### src/rtl/axis_frame_length_enforcer_if.sv
// AXI-Stream bundle shared by the frame length enforcer and its neighbours.
// Widths are interface parameters so both ends of a link always agree.
interface AXIS_IF #(
    parameter int DATA_WIDTH     = 8,
    parameter int KEEP_WIDTH     = (DATA_WIDTH + 7) / 8,
    parameter int ID_WIDTH       = 1,
    parameter int DEST_WIDTH     = 1,
    parameter int USER_WIDTH     = 1,
    parameter int TWAKEUP_ENABLE = 0
) ();
    logic [DATA_WIDTH-1:0] tdata;
    logic [KEEP_WIDTH-1:0] tkeep;
    logic [KEEP_WIDTH-1:0] tstrb;
    logic                  tlast;
    logic [ID_WIDTH-1:0]   tid;
    logic [DEST_WIDTH-1:0] tdest;
    logic [USER_WIDTH-1:0] tuser;
    logic                  tvalid;
    logic                  tready;
    logic                  twakeup;

    modport Master (
        output tdata, tkeep, tstrb, tlast, tid, tdest, tuser, tvalid, twakeup,
        input  tready
    );

    // Wakeup is never consumed by the enforcer, so the sink view omits it.
    modport Slave (
        input  tdata, tkeep, tstrb, tlast, tid, tdest, tuser, tvalid,
        output tready
    );
endinterface

### src/rtl/axis_frame_length_enforcer.sv
// AXI-Stream frame policer: cuts frames at MAX_BEATS and flags runts shorter
// than MIN_BEATS through tuser[0], so a downstream frame FIFO can drop them.
// Single registered output stage, one beat per cycle.
module axis_frame_length_enforcer #(
    parameter int   MAX_BEATS            = 256,
    parameter int   MIN_BEATS            = 1,
    parameter logic USER_BAD_FRAME_VALUE = 1'b1,
    parameter int   STATUS_CNT_WIDTH     = 32
) (
    input  logic                        clk,
    input  logic                        reset,
    AXIS_IF.Slave                       in_axis_if,
    AXIS_IF.Master                      out_axis_if,
    output logic                        status_truncated,
    output logic                        status_runt,
    output logic                        status_good_frame,
    output logic [STATUS_CNT_WIDTH-1:0] truncated_count,
    output logic [STATUS_CNT_WIDTH-1:0] runt_count
);
    localparam int DW  = $bits(in_axis_if.tdata);
    localparam int KW  = $bits(in_axis_if.tkeep);
    localparam int IW  = $bits(in_axis_if.tid);
    localparam int DSW = $bits(in_axis_if.tdest);
    localparam int UW  = $bits(in_axis_if.tuser);
    localparam int CW  = $clog2(MAX_BEATS + 1);

    localparam logic [CW-1:0] MAX_N = CW'(MAX_BEATS);
    localparam logic [CW-1:0] MIN_N = CW'(MIN_BEATS);

    // Configuration sanity checks at elaboration time.
    generate
        if (MAX_BEATS < 1)
            $error("MAX_BEATS must be at least 1");
        if (MIN_BEATS < 1 || MIN_BEATS > MAX_BEATS)
            $error("MIN_BEATS must lie in 1..MAX_BEATS");
        if (UW < 1)
            $error("TUSER_WIDTH must be at least 1");
        if (DW != $bits(out_axis_if.tdata) || KW != $bits(out_axis_if.tkeep) ||
            IW != $bits(out_axis_if.tid) || DSW != $bits(out_axis_if.tdest) ||
            UW != $bits(out_axis_if.tuser))
            $error("input and output stream widths must match");
        if (in_axis_if.TWAKEUP_ENABLE != 0 || out_axis_if.TWAKEUP_ENABLE != 0)
            $error("twakeup is not supported");
    endgenerate

    typedef enum logic [0:0] {PASS, DROP} state_t;

    state_t        state;
    logic [CW-1:0] beat_cnt;
    logic [CW-1:0] next_n;
    logic          accept;
    logic          at_max;
    logic          is_runt;
    logic [UW-1:0] bad_user;

    // In DROP the tail is swallowed, so the output stage never back-pressures it.
    assign in_axis_if.tready = (state == DROP) | out_axis_if.tready | ~out_axis_if.tvalid;
    assign accept            = in_axis_if.tvalid & in_axis_if.tready;

    assign next_n  = beat_cnt + CW'(1);
    assign at_max  = (next_n == MAX_N);
    assign is_runt = (next_n < MIN_N);

    assign out_axis_if.twakeup = 1'b0;

    // Input tuser with only the bad-frame bit overridden.
    always_comb begin
        bad_user    = in_axis_if.tuser;
        bad_user[0] = USER_BAD_FRAME_VALUE;
    end

    // Frame policing FSM, output register, status pulses and counters.
    always_ff @(posedge clk) begin
        if (reset) begin
            state               <= PASS;
            beat_cnt            <= '0;
            out_axis_if.tvalid  <= 1'b0;
            status_truncated    <= 1'b0;
            status_runt         <= 1'b0;
            status_good_frame   <= 1'b0;
            truncated_count     <= '0;
            runt_count          <= '0;
        end else begin
            status_truncated  <= 1'b0;
            status_runt       <= 1'b0;
            status_good_frame <= 1'b0;

            if (out_axis_if.tvalid && out_axis_if.tready)
                out_axis_if.tvalid <= 1'b0;

            if (accept) begin
                case (state)
                    PASS: begin
                        // Output register is free or draining this cycle.
                        out_axis_if.tvalid <= 1'b1;
                        out_axis_if.tdata  <= in_axis_if.tdata;
                        out_axis_if.tkeep  <= in_axis_if.tkeep;
                        out_axis_if.tstrb  <= in_axis_if.tstrb;
                        out_axis_if.tid    <= in_axis_if.tid;
                        out_axis_if.tdest  <= in_axis_if.tdest;
                        out_axis_if.tlast  <= in_axis_if.tlast;
                        out_axis_if.tuser  <= in_axis_if.tuser;

                        if (at_max && !in_axis_if.tlast) begin
                            // Oversize: close the frame here, mark it bad, eat the rest.
                            out_axis_if.tlast <= 1'b1;
                            out_axis_if.tuser <= bad_user;
                            status_truncated  <= 1'b1;
                            if (~&truncated_count)
                                truncated_count <= truncated_count + STATUS_CNT_WIDTH'(1);
                            beat_cnt <= '0;
                            state    <= DROP;
                        end else if (in_axis_if.tlast && is_runt) begin
                            out_axis_if.tuser <= bad_user;
                            status_runt       <= 1'b1;
                            if (~&runt_count)
                                runt_count <= runt_count + STATUS_CNT_WIDTH'(1);
                            beat_cnt <= '0;
                        end else if (in_axis_if.tlast) begin
                            status_good_frame <= 1'b1;
                            beat_cnt          <= '0;
                        end else begin
                            beat_cnt <= next_n;
                        end
                    end
                    DROP: begin
                        if (in_axis_if.tlast)
                            state <= PASS;
                    end
                    default: state <= PASS;
                endcase
            end
        end
    end
endmodule
### src/flat_wrapper.sv
// flat-port wrapper written by rule: the top's interface ports become plain ports
module axis_frame_length_enforcer_flat 
#(
    parameter int   MAX_BEATS            = 256,
    parameter int   MIN_BEATS            = 1,
    parameter logic USER_BAD_FRAME_VALUE = 1'b1,
    parameter int   STATUS_CNT_WIDTH     = 32
)
  (clk, reset, status_truncated, status_runt, status_good_frame, truncated_count, runt_count, in_axis_if_tdata, in_axis_if_tkeep, in_axis_if_tstrb, in_axis_if_tlast, in_axis_if_tid, in_axis_if_tdest, in_axis_if_tuser, in_axis_if_tvalid, in_axis_if_tready, out_axis_if_tdata, out_axis_if_tkeep, out_axis_if_tstrb, out_axis_if_tlast, out_axis_if_tid, out_axis_if_tdest, out_axis_if_tuser, out_axis_if_tvalid, out_axis_if_twakeup, out_axis_if_tready);
  AXIS_IF in_axis_if_i ();
  AXIS_IF out_axis_if_i ();
  input  logic clk;
  input  logic reset;
  output logic status_truncated;
  output logic status_runt;
  output logic status_good_frame;
  output logic [STATUS_CNT_WIDTH-1:0] truncated_count;
  output logic [STATUS_CNT_WIDTH-1:0] runt_count;
  input wire logic [$bits(in_axis_if_i.tdata)-1:0] in_axis_if_tdata;
  input wire logic [$bits(in_axis_if_i.tkeep)-1:0] in_axis_if_tkeep;
  input wire logic [$bits(in_axis_if_i.tstrb)-1:0] in_axis_if_tstrb;
  input wire logic [$bits(in_axis_if_i.tlast)-1:0] in_axis_if_tlast;
  input wire logic [$bits(in_axis_if_i.tid)-1:0] in_axis_if_tid;
  input wire logic [$bits(in_axis_if_i.tdest)-1:0] in_axis_if_tdest;
  input wire logic [$bits(in_axis_if_i.tuser)-1:0] in_axis_if_tuser;
  input wire logic [$bits(in_axis_if_i.tvalid)-1:0] in_axis_if_tvalid;
  output wire logic [$bits(in_axis_if_i.tready)-1:0] in_axis_if_tready;
  output wire logic [$bits(out_axis_if_i.tdata)-1:0] out_axis_if_tdata;
  output wire logic [$bits(out_axis_if_i.tkeep)-1:0] out_axis_if_tkeep;
  output wire logic [$bits(out_axis_if_i.tstrb)-1:0] out_axis_if_tstrb;
  output wire logic [$bits(out_axis_if_i.tlast)-1:0] out_axis_if_tlast;
  output wire logic [$bits(out_axis_if_i.tid)-1:0] out_axis_if_tid;
  output wire logic [$bits(out_axis_if_i.tdest)-1:0] out_axis_if_tdest;
  output wire logic [$bits(out_axis_if_i.tuser)-1:0] out_axis_if_tuser;
  output wire logic [$bits(out_axis_if_i.tvalid)-1:0] out_axis_if_tvalid;
  output wire logic [$bits(out_axis_if_i.twakeup)-1:0] out_axis_if_twakeup;
  input wire logic [$bits(out_axis_if_i.tready)-1:0] out_axis_if_tready;
  assign in_axis_if_i.tdata = in_axis_if_tdata;
  assign in_axis_if_i.tkeep = in_axis_if_tkeep;
  assign in_axis_if_i.tstrb = in_axis_if_tstrb;
  assign in_axis_if_i.tlast = in_axis_if_tlast;
  assign in_axis_if_i.tid = in_axis_if_tid;
  assign in_axis_if_i.tdest = in_axis_if_tdest;
  assign in_axis_if_i.tuser = in_axis_if_tuser;
  assign in_axis_if_i.tvalid = in_axis_if_tvalid;
  assign in_axis_if_tready = in_axis_if_i.tready;
  assign out_axis_if_tdata = out_axis_if_i.tdata;
  assign out_axis_if_tkeep = out_axis_if_i.tkeep;
  assign out_axis_if_tstrb = out_axis_if_i.tstrb;
  assign out_axis_if_tlast = out_axis_if_i.tlast;
  assign out_axis_if_tid = out_axis_if_i.tid;
  assign out_axis_if_tdest = out_axis_if_i.tdest;
  assign out_axis_if_tuser = out_axis_if_i.tuser;
  assign out_axis_if_tvalid = out_axis_if_i.tvalid;
  assign out_axis_if_twakeup = out_axis_if_i.twakeup;
  assign out_axis_if_i.tready = out_axis_if_tready;
  axis_frame_length_enforcer #(.MAX_BEATS(MAX_BEATS), .MIN_BEATS(MIN_BEATS), .USER_BAD_FRAME_VALUE(USER_BAD_FRAME_VALUE), .STATUS_CNT_WIDTH(STATUS_CNT_WIDTH)) u_core (.clk(clk), .reset(reset), .in_axis_if(in_axis_if_i), .out_axis_if(out_axis_if_i), .status_truncated(status_truncated), .status_runt(status_runt), .status_good_frame(status_good_frame), .truncated_count(truncated_count), .runt_count(runt_count));
endmodule
### config.mk
export PLATFORM = sky130hd
export DESIGN_NAME = axis_frame_length_enforcer_flat
export DESIGN_NICKNAME = d
export VERILOG_FILES = /design/src/rtl/axis_frame_length_enforcer_if.sv /design/src/rtl/axis_frame_length_enforcer.sv /design/src/flat_wrapper.sv
export SDC_FILE = /design/constraint.sdc
export NUM_CORES = 1
export LEC_CHECK = 0
export CORE_ASPECT_RATIO = 0.6
export CORE_MARGIN = 1
export CORE_UTILIZATION = 51
export CTS_BUF_LIST = sky130_fd_sc_hd__clkbuf_4 sky130_fd_sc_hd__clkbuf_8 sky130_fd_sc_hd__clkbuf_16
export CTS_CLUSTER_DIAMETER = 80
export DETAILED_ROUTE_END_ITERATION = 8
export GPL_TIMING_DRIVEN = 0
export HOLD_SLACK_MARGIN = 0.06
export PLACE_DENSITY = 0.81
export SYNTH_ARGS = -nofsm -noshare
export SYNTH_HDL_FRONTEND = slang
export SYNTH_SLANG_ARGS = --single-unit
### constraint.sdc
create_clock -name clk -period 3.2 [get_ports clk]
set_input_delay 0.96 -clock clk [delete_from_list [all_inputs] [get_ports clk]]
set_output_delay 0.96 -clock clk [all_outputs]
set_load 0.01 [all_outputs]
# After elaboration in Yosys (flattened, before gate mapping)
# Cells that the tools add are included.
# word_totals
wordCells	55
latchBits	0
output_inout_bits	84
inputBits	18
mem_bits_rw	0
romBits	0
mem_count	0
ff_bits	92
# classes
n_addsub	3
eq_ne	1
n_lt_le_gt_ge	1
div	0
bitwise	10
mul	0
mux	11
shift	0
n_reduce_logical	14
# op_table
operator	count
32-bit by 1-bit adder with 32-bit output, second input constant	2
32-bit AND reduction	2
9-bit two-way mux	3
9-bit by 1-bit adder with 9-bit output, second input constant	1
9-bit == test, second input constant	1
9-bit by 1-bit < comparator with 1-bit output, second input constant	1
1-bit two-way mux	7
1-bit NOT	7
5-bit AND reduction	1
5-bit OR reduction	1
4-bit AND reduction	1
4-bit OR reduction	1
1-bit logical AND	3
3-bit AND reduction	1
3-bit OR reduction	1
1-bit bitwise OR	2
1-bit case mux with 2 select lines	1
2-bit AND reduction	1
2-bit OR reduction	1
1-bit bitwise AND	1
1-bit zero test	1

# Longest topological paths before layout
# Gate-level depths: netlist (run 1).
# logic_depth
word_depth	5
ltp_mapped	9
mapped_depth_nobuf	7

# Worst setup path after synthesis (run 1)
# No wires, ideal clock.
# synth_timing
kind	input -> register
start	input port in_axis_if_tlast
end	register u_core.runt_count[12]
arrival_time_ns	2.788
n_path_buf	2
setup_ns	0.070
required_ns	3.130
slack_ns	0.342
cell_stages	7
cell_sequence	clkbuf_1 nand3b_1 or3_1 or4_4 buf_6 or3_1 a21oi_1
# synth_between
elab_chain_cells	4
word_cells_on_any_way	5
classes_between	bitwise: 1; reduce/logical: 4
# synth_lines
item	line_no	text
start, declared	flat_wrapper.sv:22	input wire logic [$bits(in_axis_if_i.tlast)-1:0] in_axis_if_tlast;
1-bit zero test	axis_frame_length_enforcer.sv:104	if (at_max && !in_axis_if.tlast) begin
1-bit logical AND	axis_frame_length_enforcer.sv:104	
1-bit NOT (no source line)	n/a	
5-bit AND reduction (no source line) (*)	n/a	
end signal, assigned	axis_frame_length_enforcer.sv:117	runt_count <= runt_count + STATUS_CNT_WIDTH'(1);
end, declared	axis_frame_length_enforcer.sv:18	output logic [STATUS_CNT_WIDTH-1:0] runt_count
# Every way passes the cells marked *; elsewhere a longest branch is shown, timed or not.
# A chain may end at the register's enable or synchronous reset.

# Worst setup path after layout (run 1)
# layout_timing
start	input port out_axis_if_tready
end	output port in_axis_if_tready
# layout_between
elab_chain_cells	2
# layout_lines
item	line_no	text
start, declared	flat_wrapper.sv:37	input wire logic [$bits(out_axis_if_i.tready)-1:0] out_axis_if_tready;
1-bit bitwise OR (2 in a row)	axis_frame_length_enforcer.sv:57	assign in_axis_if.tready = (state == DROP) | out_axis_if.tready | ~out_axis_if.tvalid;
end, declared	flat_wrapper.sv:27	output wire logic [$bits(in_axis_if_i.tready)-1:0] in_axis_if_tready;
# Every way passes these cells.

==> metrics.txt, run 1 <==
# TYPE chip_impl_metric gauge
chip_impl_info{name="outcome",value="finished, final reports clean"} 1
chip_impl_metric{name="cts.sinks",unit=""} 92
chip_impl_metric{name="ys_ff_latch",unit=""} 92
chip_impl_metric{name="period_share",unit="%"} 99.6
chip_impl_metric{name="n_antenna_cell",unit=""} 0
chip_impl_metric{name="cellLeakagePower",unit="nW"} 1.86
chip_impl_metric{name="final_cells",unit=""} 750
chip_impl_metric{name="row_count",unit=""} 26
chip_impl_metric{name="grt_pass1_wl",unit="mm"} 20.6
chip_impl_metric{name="summed_instance_area_of_the_synthesized_netlist",unit="um^2"} 4540
chip_impl_metric{name="pre_cts_ws",unit="ns"} -0.400
chip_impl_metric{name="synth_nets",unit=""} 545
chip_impl_metric{name="fin_util",unit="%"} 69.9
chip_impl_info{name="rr_startpoint",value="u_core.beat_cnt[0]"} 1
chip_impl_metric{name="drt_iter0_drc",unit=""} 437
chip_impl_metric{name="syn2layout_area_growth",unit="%"} 32.3
chip_impl_metric{name="drive_gt1_share",unit="%"} 8.15
chip_impl_metric{name="required",unit="ns"} 2.24
chip_impl_metric{name="max_stage_delay",unit="ns"} 0.48
chip_impl_info{name="tritoncts",value="yes"} 1
chip_impl_metric{name="clock_skew",unit="ns"} 0.00626
chip_impl_metric{name="vdd_ir_drop_max",unit="V"} 0.000268
chip_impl_info{name="endpoint_type_of_the_worst_setup_path",value="primary output"} 1
chip_impl_metric{name="grt_max_degree",unit=""} 17
chip_impl_metric{name="worst_skew_pair.late_latency",unit="ns"} 0.35
chip_impl_metric{name="standard_cell_core_area",unit="um^2"} 8590
chip_impl_metric{name="initial_utilization",unit="%"} 52.9
chip_impl_metric{name="synth_enable_flop_cells",unit=""} 14
chip_impl_metric{name="grt_use_total",unit="%"} 29.1
chip_impl_metric{name="seq_area_frac_synth",unit="%"} 43.6
chip_impl_metric{name="yosysUniqueCellTypes",unit=""} 49
chip_impl_metric{name="rr_worst_depth",unit=""} 8
chip_impl_metric{name="hpwl",unit="mm"} 9.81
chip_impl_metric{name="design.die.area",unit="um^2"} 9300
chip_impl_metric{name="drt_first_pass_iters",unit=""} 5
chip_impl_info{name="crit_reg_reg_endpoint",value="u_core.runt_count[18]"} 1
chip_impl_metric{name="hold_slack",unit="ns"} 0.481
chip_impl_metric{name="path_clk_slew",unit="ns"} 0.06
chip_impl_metric{name="detailroute.via_count",unit=""} 4766
chip_impl_metric{name="wire_per_inst",unit="um"} 17.8
chip_impl_metric{name="cts_post_setup_buffers_inserted",unit=""} 0
chip_impl_info{name="timing.critical_path.from",value="out_axis_if_tready"} 1
chip_impl_metric{name="route.detailed.drc",unit=""} 0
chip_impl_metric{name="cts-buffers-inserted",unit=""} 9
chip_impl_metric{name="fp.dieW",unit="um"} 124
chip_impl_info{name="cts_root_buffer",value="clkbuf_16"} 1
chip_impl_metric{name="timing.slew.headroom",unit="%"} 39.9
chip_impl_metric{name="postLayoutSetupSlackWorst",unit="ns"} 0.0138
chip_impl_info{name="layout.cells.most_common_list",value="clkdlybuf4s50_1 (99), dfxtp_1 (78), a21oi_1 (59)"} 1
chip_impl_info{name="holdCritPathClass",value="flip-flop to flip-flop"} 1
chip_impl_metric{name="drtAntennaViolNets",unit=""} 0
chip_impl_metric{name="asyncSetResetFlopFracSynth",unit="%"} 0
chip_impl_info{name="worstSetupEndpoint",value="in_axis_if_tready"} 1
chip_impl_info{name="critical-path-top-delay-family",value="buffers and inverters"} 1
chip_impl_info{name="crit_slowest_cell",value="clkdlybuf4s50_1"} 1
chip_impl_metric{name="postSynthAreaPerCell",unit="um^2"} 8.68
chip_impl_metric{name="final_layout_net_count",unit=""} 655
chip_impl_metric{name="input_output_buffers",unit=""} 99
chip_impl_metric{name="antenna_violations_before_repair",unit=""} 0
chip_impl_metric{name="post-layout-total-power",unit="W"} 0.00237
chip_impl_metric{name="die-height",unit="um"} 75.1
chip_impl_info{name="critPathLaunchType",value="input port"} 1
chip_impl_metric{name="minimum_clock_period",unit="ns"} 3.19
chip_impl_metric{name="routed_wl",unit="mm"} 13.3
chip_impl_metric{name="finalMaxSlewViolations",unit=""} 0
chip_impl_metric{name="cp.arrival",unit="ns"} 2.23
chip_impl_metric{name="instance_count_on_the_critical_path",unit=""} 4
chip_impl_info{name="rsz_0062_raised_after_global_routing",value="no"} 1
chip_impl_info{name="critical-path-top-cell-by-count",value="clkdlybuf4s50_1"} 1
chip_impl_metric{name="worst_pin_slew",unit="ns"} 0.895
chip_impl_info{name="start_to_end_type_of_the_worst_setup_path",value="input port to primary output"} 1
chip_impl_info{name="crit_chain",value="clkdlybuf4s50_1, nor2b_2, nand2b_1, clkdlybuf4s50_1"} 1
chip_impl_metric{name="clockBufferDepth",unit=""} 2
chip_impl_metric{name="gp_routability_congestion",unit=""} 0.898
chip_impl_metric{name="i_o_pins",unit=""} 102
chip_impl_metric{name="r2r_slack",unit="ns"} 0.27
chip_impl_metric{name="max-cap-violations",unit=""} 0
chip_impl_metric{name="cp_max_fo",unit=""} 4
chip_impl_metric{name="achievable-frequency",unit="MHz"} 314
chip_impl_metric{name="yosysWarningCount",unit=""} 0
chip_impl_metric{name="path_buf_inv",unit=""} 2
chip_impl_metric{name="synth_cells",unit=""} 523
chip_impl_metric{name="detail_route.vias_per_cell",unit=""} 6.35
chip_impl_metric{name="htreeDepth",unit=""} 3
chip_impl_info{name="final_common_cell",value="clkdlybuf4s50_1"} 1
chip_impl_metric{name="power_density",unit="nW/um^2"} 394
chip_impl_metric{name="report.final.hold_viol_count",unit=""} 0
chip_impl_metric{name="via_count_of_the_first_global_routing_pass",unit=""} 4199
chip_impl_metric{name="count_of_final_setup_violators",unit=""} 0
chip_impl_info{name="dominantRegCellSynth",value="dfxtp_1"} 1
chip_impl_metric{name="dpl.cell_count",unit=""} 734
chip_impl_metric{name="globalRouteOverflowTotal",unit=""} 0
-- final cells by class --
class                   count  area [um^2]
clock inverters             6         63.8
multi-input cells         390         2420
flip-flops and latches     92         1980
clock buffers              10          233
fillers                   667         2580
inverters                  12         45.0
well taps                 112          140
repair buffers             99          991
plain buffers              29          129
-- cells in the mapped netlist (11+ instances only) --
cell type / number / area, um^2
o31ai_1: 24 / 180
a21oi_1: 59 / 295
nor2_1: 20 / 75.1
clkbuf_1: 23 / 86.3
inv_1: 12 / 45.0
nor2b_1: 11 / 68.8
and3_1: 11 / 68.8
or3_1: 29 / 181
nand3_1: 33 / 165
nand4_1: 24 / 150
nand2_1: 37 / 139
or4_1: 23 / 173
dfxtp_1: 78 / 1560
edfxtp_1: 14 / 420
o21ai_0: 33 / 165
-- worst min-delay path, cell delays in order (launching register included) --
cell     delay [ns]
dfxtp_1        0.33
nand2_1        0.06
nand2_1        0.04
-- stage by stage --
stage          area, um^2  TNS [ns]
2_1_floorplan        4540         0
3_3_place_gp         5670     -4.28
3_5_place_dp         5670     -8.57
4_1_cts              5970         0
5_1_grt              6010         0
6_report             6010         0
-- routing by layer --
metal / GRT usage (%) / part of all wire, %
met3: 7.65 / 9.4
met2: 42.5 / 44
met5: 0 / 0
met1: 41.9 / 46
met4: 8.97 / 0.94
-- worst min-delay path by stage --
stage | slack [ns] | to | startpoint | cells after the start
after global placement | 0.45 | u_core.beat_cnt[8] | u_core.beat_cnt[8] | 2
final | 0.48 | u_core.beat_cnt[8] | u_core.beat_cnt[8] | 2
after floorplan | 0.44 | u_core.beat_cnt[8] | u_core.beat_cnt[8] | 2
after detailed placement | 0.46 | u_core.beat_cnt[8] | u_core.beat_cnt[8] | 2
after global routing | 0.53 | u_core.beat_cnt[8] | u_core.beat_cnt[8] | 2
after CTS | 0.47 | u_core.beat_cnt[8] | u_core.beat_cnt[8] | 2
-- kinds of logic after synthesis --
group	after synthesis	share of synthesized area [%]
other	1	0.0826
flip-flops	92	43.6
adder cells (fa/ha/maj)	4	1.10
buffers and inverters	41	3.77
AO/OA/AOI/OAI	134	17.4
multiplexers	12	2.89
AND/OR/NAND/NOR	237	30.8
XOR/XNOR	2	0.386
-- registers in the layout (all words and copies together), names as in the netlist --
signal	count
u_core.status_truncated	1
u_core.out_axis_if.tlast	1
u_core.status_runt	1
u_core.runt_count	32
u_core.out_axis_if.tdest	1
u_core.out_axis_if.tuser	1
u_core.status_good_frame	1
u_core.out_axis_if.tid	1
u_core.state	1
u_core.beat_cnt	9
u_core.out_axis_if.tvalid	1
u_core.out_axis_if.tdata	8
u_core.out_axis_if.tkeep	1
u_core.out_axis_if.tstrb	1
u_core.truncated_count	32
-- timing repair --
action                                  CTS  global route
hold buffers                              0             0
endpoints found under the setup margin    2            28
resized for setup                         2             9
-- power breakdown --
group / internal (W) / switching, W
registers: 0.00118 / 0.00000503
logic: 0.0000458 / 0.0000580
clock network: 0.000614 / 0.000462
Note: power is estimated with default switching activity, not from simulation.
==> run 2: changes to the inputs <==
CORE_ASPECT_RATIO = 1.75   (was 0.6)
==> run 2 against run 1 <==
  * Worst hold slack got worse by 0.0032 ns
  * Highest routed layer unchanged
  * Count of clock-buffer cells in the layout did not move
  * First-iteration DRC count is 1.4% lower
==> metrics.txt, run 2 (same netlist as run 1, synthesis figures left out) <==
# TYPE chip_impl_metric gauge
chip_impl_info{name="outcome",value="finished, final reports clean"} 1
chip_impl_metric{name="row_count",unit=""} 45
chip_impl_info{name="tritoncts",value="yes"} 1
chip_impl_metric{name="max_stage_delay",unit="ns"} 0.51
chip_impl_metric{name="final_layout_net_count",unit=""} 655
chip_impl_metric{name="i_o_pins",unit=""} 102
chip_impl_info{name="crit_reg_reg_endpoint",value="u_core.runt_count[13]"} 1
chip_impl_metric{name="finalMaxSlewViolations",unit=""} 0
chip_impl_info{name="start_to_end_type_of_the_worst_setup_path",value="input port to flip-flop"} 1
chip_impl_metric{name="cp_max_fo",unit=""} 10
chip_impl_info{name="rsz_0062_raised_after_global_routing",value="no"} 1
chip_impl_info{name="hold_path_end",value="u_core.beat_cnt[8]"} 1
chip_impl_metric{name="worst_skew_pair.late_latency",unit="ns"} 0.35
chip_impl_metric{name="route.detailed.drc",unit=""} 0
chip_impl_metric{name="holdBufCountCts",unit=""} 0
chip_impl_metric{name="input_output_buffers",unit=""} 99
chip_impl_metric{name="grt_pass1_wl",unit="mm"} 20.3
chip_impl_info{name="crit_slowest_cell",value="clkdlybuf4s50_1"} 1
chip_impl_metric{name="placed_area",unit="um^2"} 5680
chip_impl_metric{name="drive_gt1_share",unit="%"} 7.68
chip_impl_metric{name="n_antenna_cell",unit=""} 0
chip_impl_metric{name="layout.filler_cells",unit=""} 732
chip_impl_info{name="cts_root_buffer",value="clkbuf_16"} 1
chip_impl_metric{name="drtAntennaViolNets",unit=""} 0
chip_impl_info{name="critical-path-top-cell-by-count",value="mux2_2"} 1
chip_impl_metric{name="path_buf_inv",unit=""} 2
chip_impl_metric{name="rr_worst_depth",unit=""} 8
chip_impl_metric{name="initial_utilization",unit="%"} 52.4
chip_impl_metric{name="stdcell_area",unit="um^2"} 6000
chip_impl_metric{name="cts_post_setup_buffers_inserted",unit=""} 0
chip_impl_metric{name="grt_use_total",unit="%"} 27.7
chip_impl_metric{name="via_count_of_the_first_global_routing_pass",unit=""} 4426
chip_impl_metric{name="max-cap-violations",unit=""} 0
chip_impl_metric{name="achievable-frequency",unit="MHz"} 325
chip_impl_metric{name="detailroute.via_count",unit=""} 4681
chip_impl_metric{name="report.final.hold_viol_count",unit=""} 0
chip_impl_metric{name="pre_cts_ws",unit="ns"} -0.241
chip_impl_metric{name="hold_path_cell_cnt",unit=""} 2
chip_impl_metric{name="period_share",unit="%"} 96.1
chip_impl_metric{name="power_report.internal_total",unit="W"} 0.00185
chip_impl_metric{name="routed_wl",unit="mm"} 12.5
chip_impl_info{name="rr_startpoint",value="u_core.beat_cnt[0]"} 1
chip_impl_metric{name="fp.dieW",unit="um"} 73.3
chip_impl_metric{name="power_density",unit="nW/um^2"} 395
chip_impl_metric{name="antenna_violations_before_repair",unit=""} 0
chip_impl_metric{name="net-switching-power",unit="W"} 0.000522
chip_impl_info{name="holdCritPathClass",value="flip-flop to flip-flop"} 1
chip_impl_info{name="critical-path-top-delay-family",value="simple AND/OR/NAND/NOR gates"} 1
chip_impl_metric{name="standard_cell_core_area",unit="um^2"} 8670
chip_impl_metric{name="syn2layout_area_growth",unit="%"} 32.1
chip_impl_info{name="hp-start",value="u_core.beat_cnt[8]"} 1
chip_impl_metric{name="grt_max_degree",unit=""} 17
chip_impl_metric{name="globalRouteOverflowTotal",unit=""} 0
chip_impl_metric{name="hpwl",unit="mm"} 9.14
chip_impl_info{name="critPathLaunchType",value="input port"} 1
chip_impl_metric{name="cellLeakagePower",unit="nW"} 1.86
chip_impl_info{name="endpoint_type_of_the_worst_setup_path",value="flip-flop"} 1
chip_impl_metric{name="count_of_final_setup_violators",unit=""} 0
chip_impl_info{name="regs_by_ff_count",value="u_core.runt_count x32, u_core.truncated_count x32, u_core.beat_cnt x9"} 1
chip_impl_metric{name="clock_skew",unit="ns"} 0.00827
chip_impl_metric{name="wire_per_inst",unit="um"} 16.5
chip_impl_metric{name="minimum_clock_period",unit="ns"} 3.07
chip_impl_metric{name="drt_first_pass_iters",unit=""} 6
chip_impl_metric{name="cts-buffers-inserted",unit=""} 9
chip_impl_metric{name="path_clk_slew",unit="ns"} 0.07
chip_impl_metric{name="r2r_slack",unit="ns"} 0.30
chip_impl_metric{name="seq_power_share",unit="%"} 50.1
chip_impl_info{name="final_common_cell",value="clkdlybuf4s50_1"} 1
chip_impl_metric{name="fin_util",unit="%"} 69.2
chip_impl_metric{name="die-height",unit="um"} 127
chip_impl_metric{name="worst_pin_slew",unit="ns"} 0.844
chip_impl_info{name="layout.cells.most_common_list",value="clkdlybuf4s50_1 (98), dfxtp_1 (78), a21oi_1 (59)"} 1
chip_impl_metric{name="cts.sinks",unit=""} 92
chip_impl_metric{name="hold_slack",unit="ns"} 0.478
chip_impl_metric{name="htreeDepth",unit=""} 3
chip_impl_metric{name="combinationalPowerShare",unit="%"} 4.2
chip_impl_metric{name="power.switching_fraction",unit="%"} 22.0
chip_impl_metric{name="clock_power_share",unit="%"} 45.7
chip_impl_info{name="crit_chain",value="clkdlybuf4s50_1, nand2b_1, nor3_1, mux2_2, nand3_2, buf_2, nor4b_1, mux2_2"} 1
chip_impl_metric{name="drt_iter0_drc",unit=""} 431
chip_impl_metric{name="timing.slew.headroom",unit="%"} 43.4
chip_impl_metric{name="clockBufferDepth",unit=""} 2
chip_impl_metric{name="vdd_ir_drop_max",unit="V"} 0.000317
chip_impl_metric{name="required",unit="ns"} 3.43
chip_impl_metric{name="detail_route.vias_per_cell",unit=""} 6.20
chip_impl_metric{name="design.die.area",unit="um^2"} 9300
chip_impl_metric{name="gp_routability_congestion",unit=""} 0.863
chip_impl_metric{name="cp.arrival",unit="ns"} 3.31
chip_impl_metric{name="postLayoutSetupSlackWorst",unit="ns"} 0.126
run 2: cell count changes in the layout (fill, tap and decap cells not counted), sizes merged:
cell / previous run / this run
buf: 7 / 6
clkbuf: 32 / 33
clkdlybuf4s50: 99 / 98
clkinv: 2 / 3
clkinvlp: 2 / 1
dlymetal6s2s: 0 / 1
run 2: layer usage:
layer / vias up / GRT usage, % / share of wire [%]
met5: - / 0 / 0
met4: 0 / 15.6 / 3.8
met3: 49 / 5.48 / 5.4
met2: 222 / 49.2 / 54
met1: 2196 / 29.6 / 37
li1: 2214 / - / -
run 2: stage by stage:
stage	setup TNS [ns]	total power, W	std cells
4_1_cts	0	0.00239	755
3_5_place_dp	-6.04	0.00131	739
3_3_place_gp	-2.98	0.00131	739
5_1_grt	0	0.00245	755
2_1_floorplan	0	0.00126	523
6_report	0	0.00237	755
run 2: worst min-delay path, stage by stage (launching register included):
cell and delay, ns:
dfxtp_1 0.33, nand2_1 0.06, nand2_1 0.05
run 2: layout make-up:
cell class | count | area (um^2) | area share (%)
sequential | 92 | 1980 | 33.0
buffer | 29 | 131 | 2.19
multi-input combinational | 390 | 2400 | 39.9
timing repair buffer | 99 | 993 | 16.6
clock inverter | 6 | 72.6 | 1.21
tap | 117 | 146 | 2.44
inverter | 12 | 45.0 | 0.751
clock buffer | 10 | 233 | 3.88
run 2: repair_timing:
| item | in CTS | in global routing |
|---|---|---|
| hold endpoints to repair | 0 | 0 |
| endpoints found under the setup margin | 1 | 23 |
| gates resized for setup | 1 | 11 |
| pin swaps | 0 | 0 |
run 2: power by group through the flow:
stage	clock network, W	registers, W	logic [W]
final	0.00108	0.00119	0.0000995
after global routing	0.00115	0.00119	0.000108
after CTS	0.00110	0.00119	0.0000998
after detailed placement	0	0.00122	0.0000991
after global placement	0	0.00121	0.0000960
after floorplan	0	0.00122	0.0000402
run 2: worst max-delay path by stage:
| stage | startpoint | depth (start not counted) | slack [ns] | to |
|---|---|---|---|---|
| 2_1_floorplan | in_axis_if_tlast | 7 | 0.34 | u_core.runt_count[12] |
| 3_3_place_gp | out_axis_if_tready | 9 | -0.15 | u_core.truncated_count[1] |
| 3_5_place_dp | in_axis_if_tvalid | 8 | -0.24 | u_core.truncated_count[12] |
| 4_1_cts | out_axis_if_tready | 4 | 0.07 | in_axis_if_tready |
| 5_1_grt | in_axis_if_tvalid | 9 | 0.01 | u_core.truncated_count[17] |
| 6_report | in_axis_if_tvalid | 8 | 0.13 | u_core.truncated_count[12] |
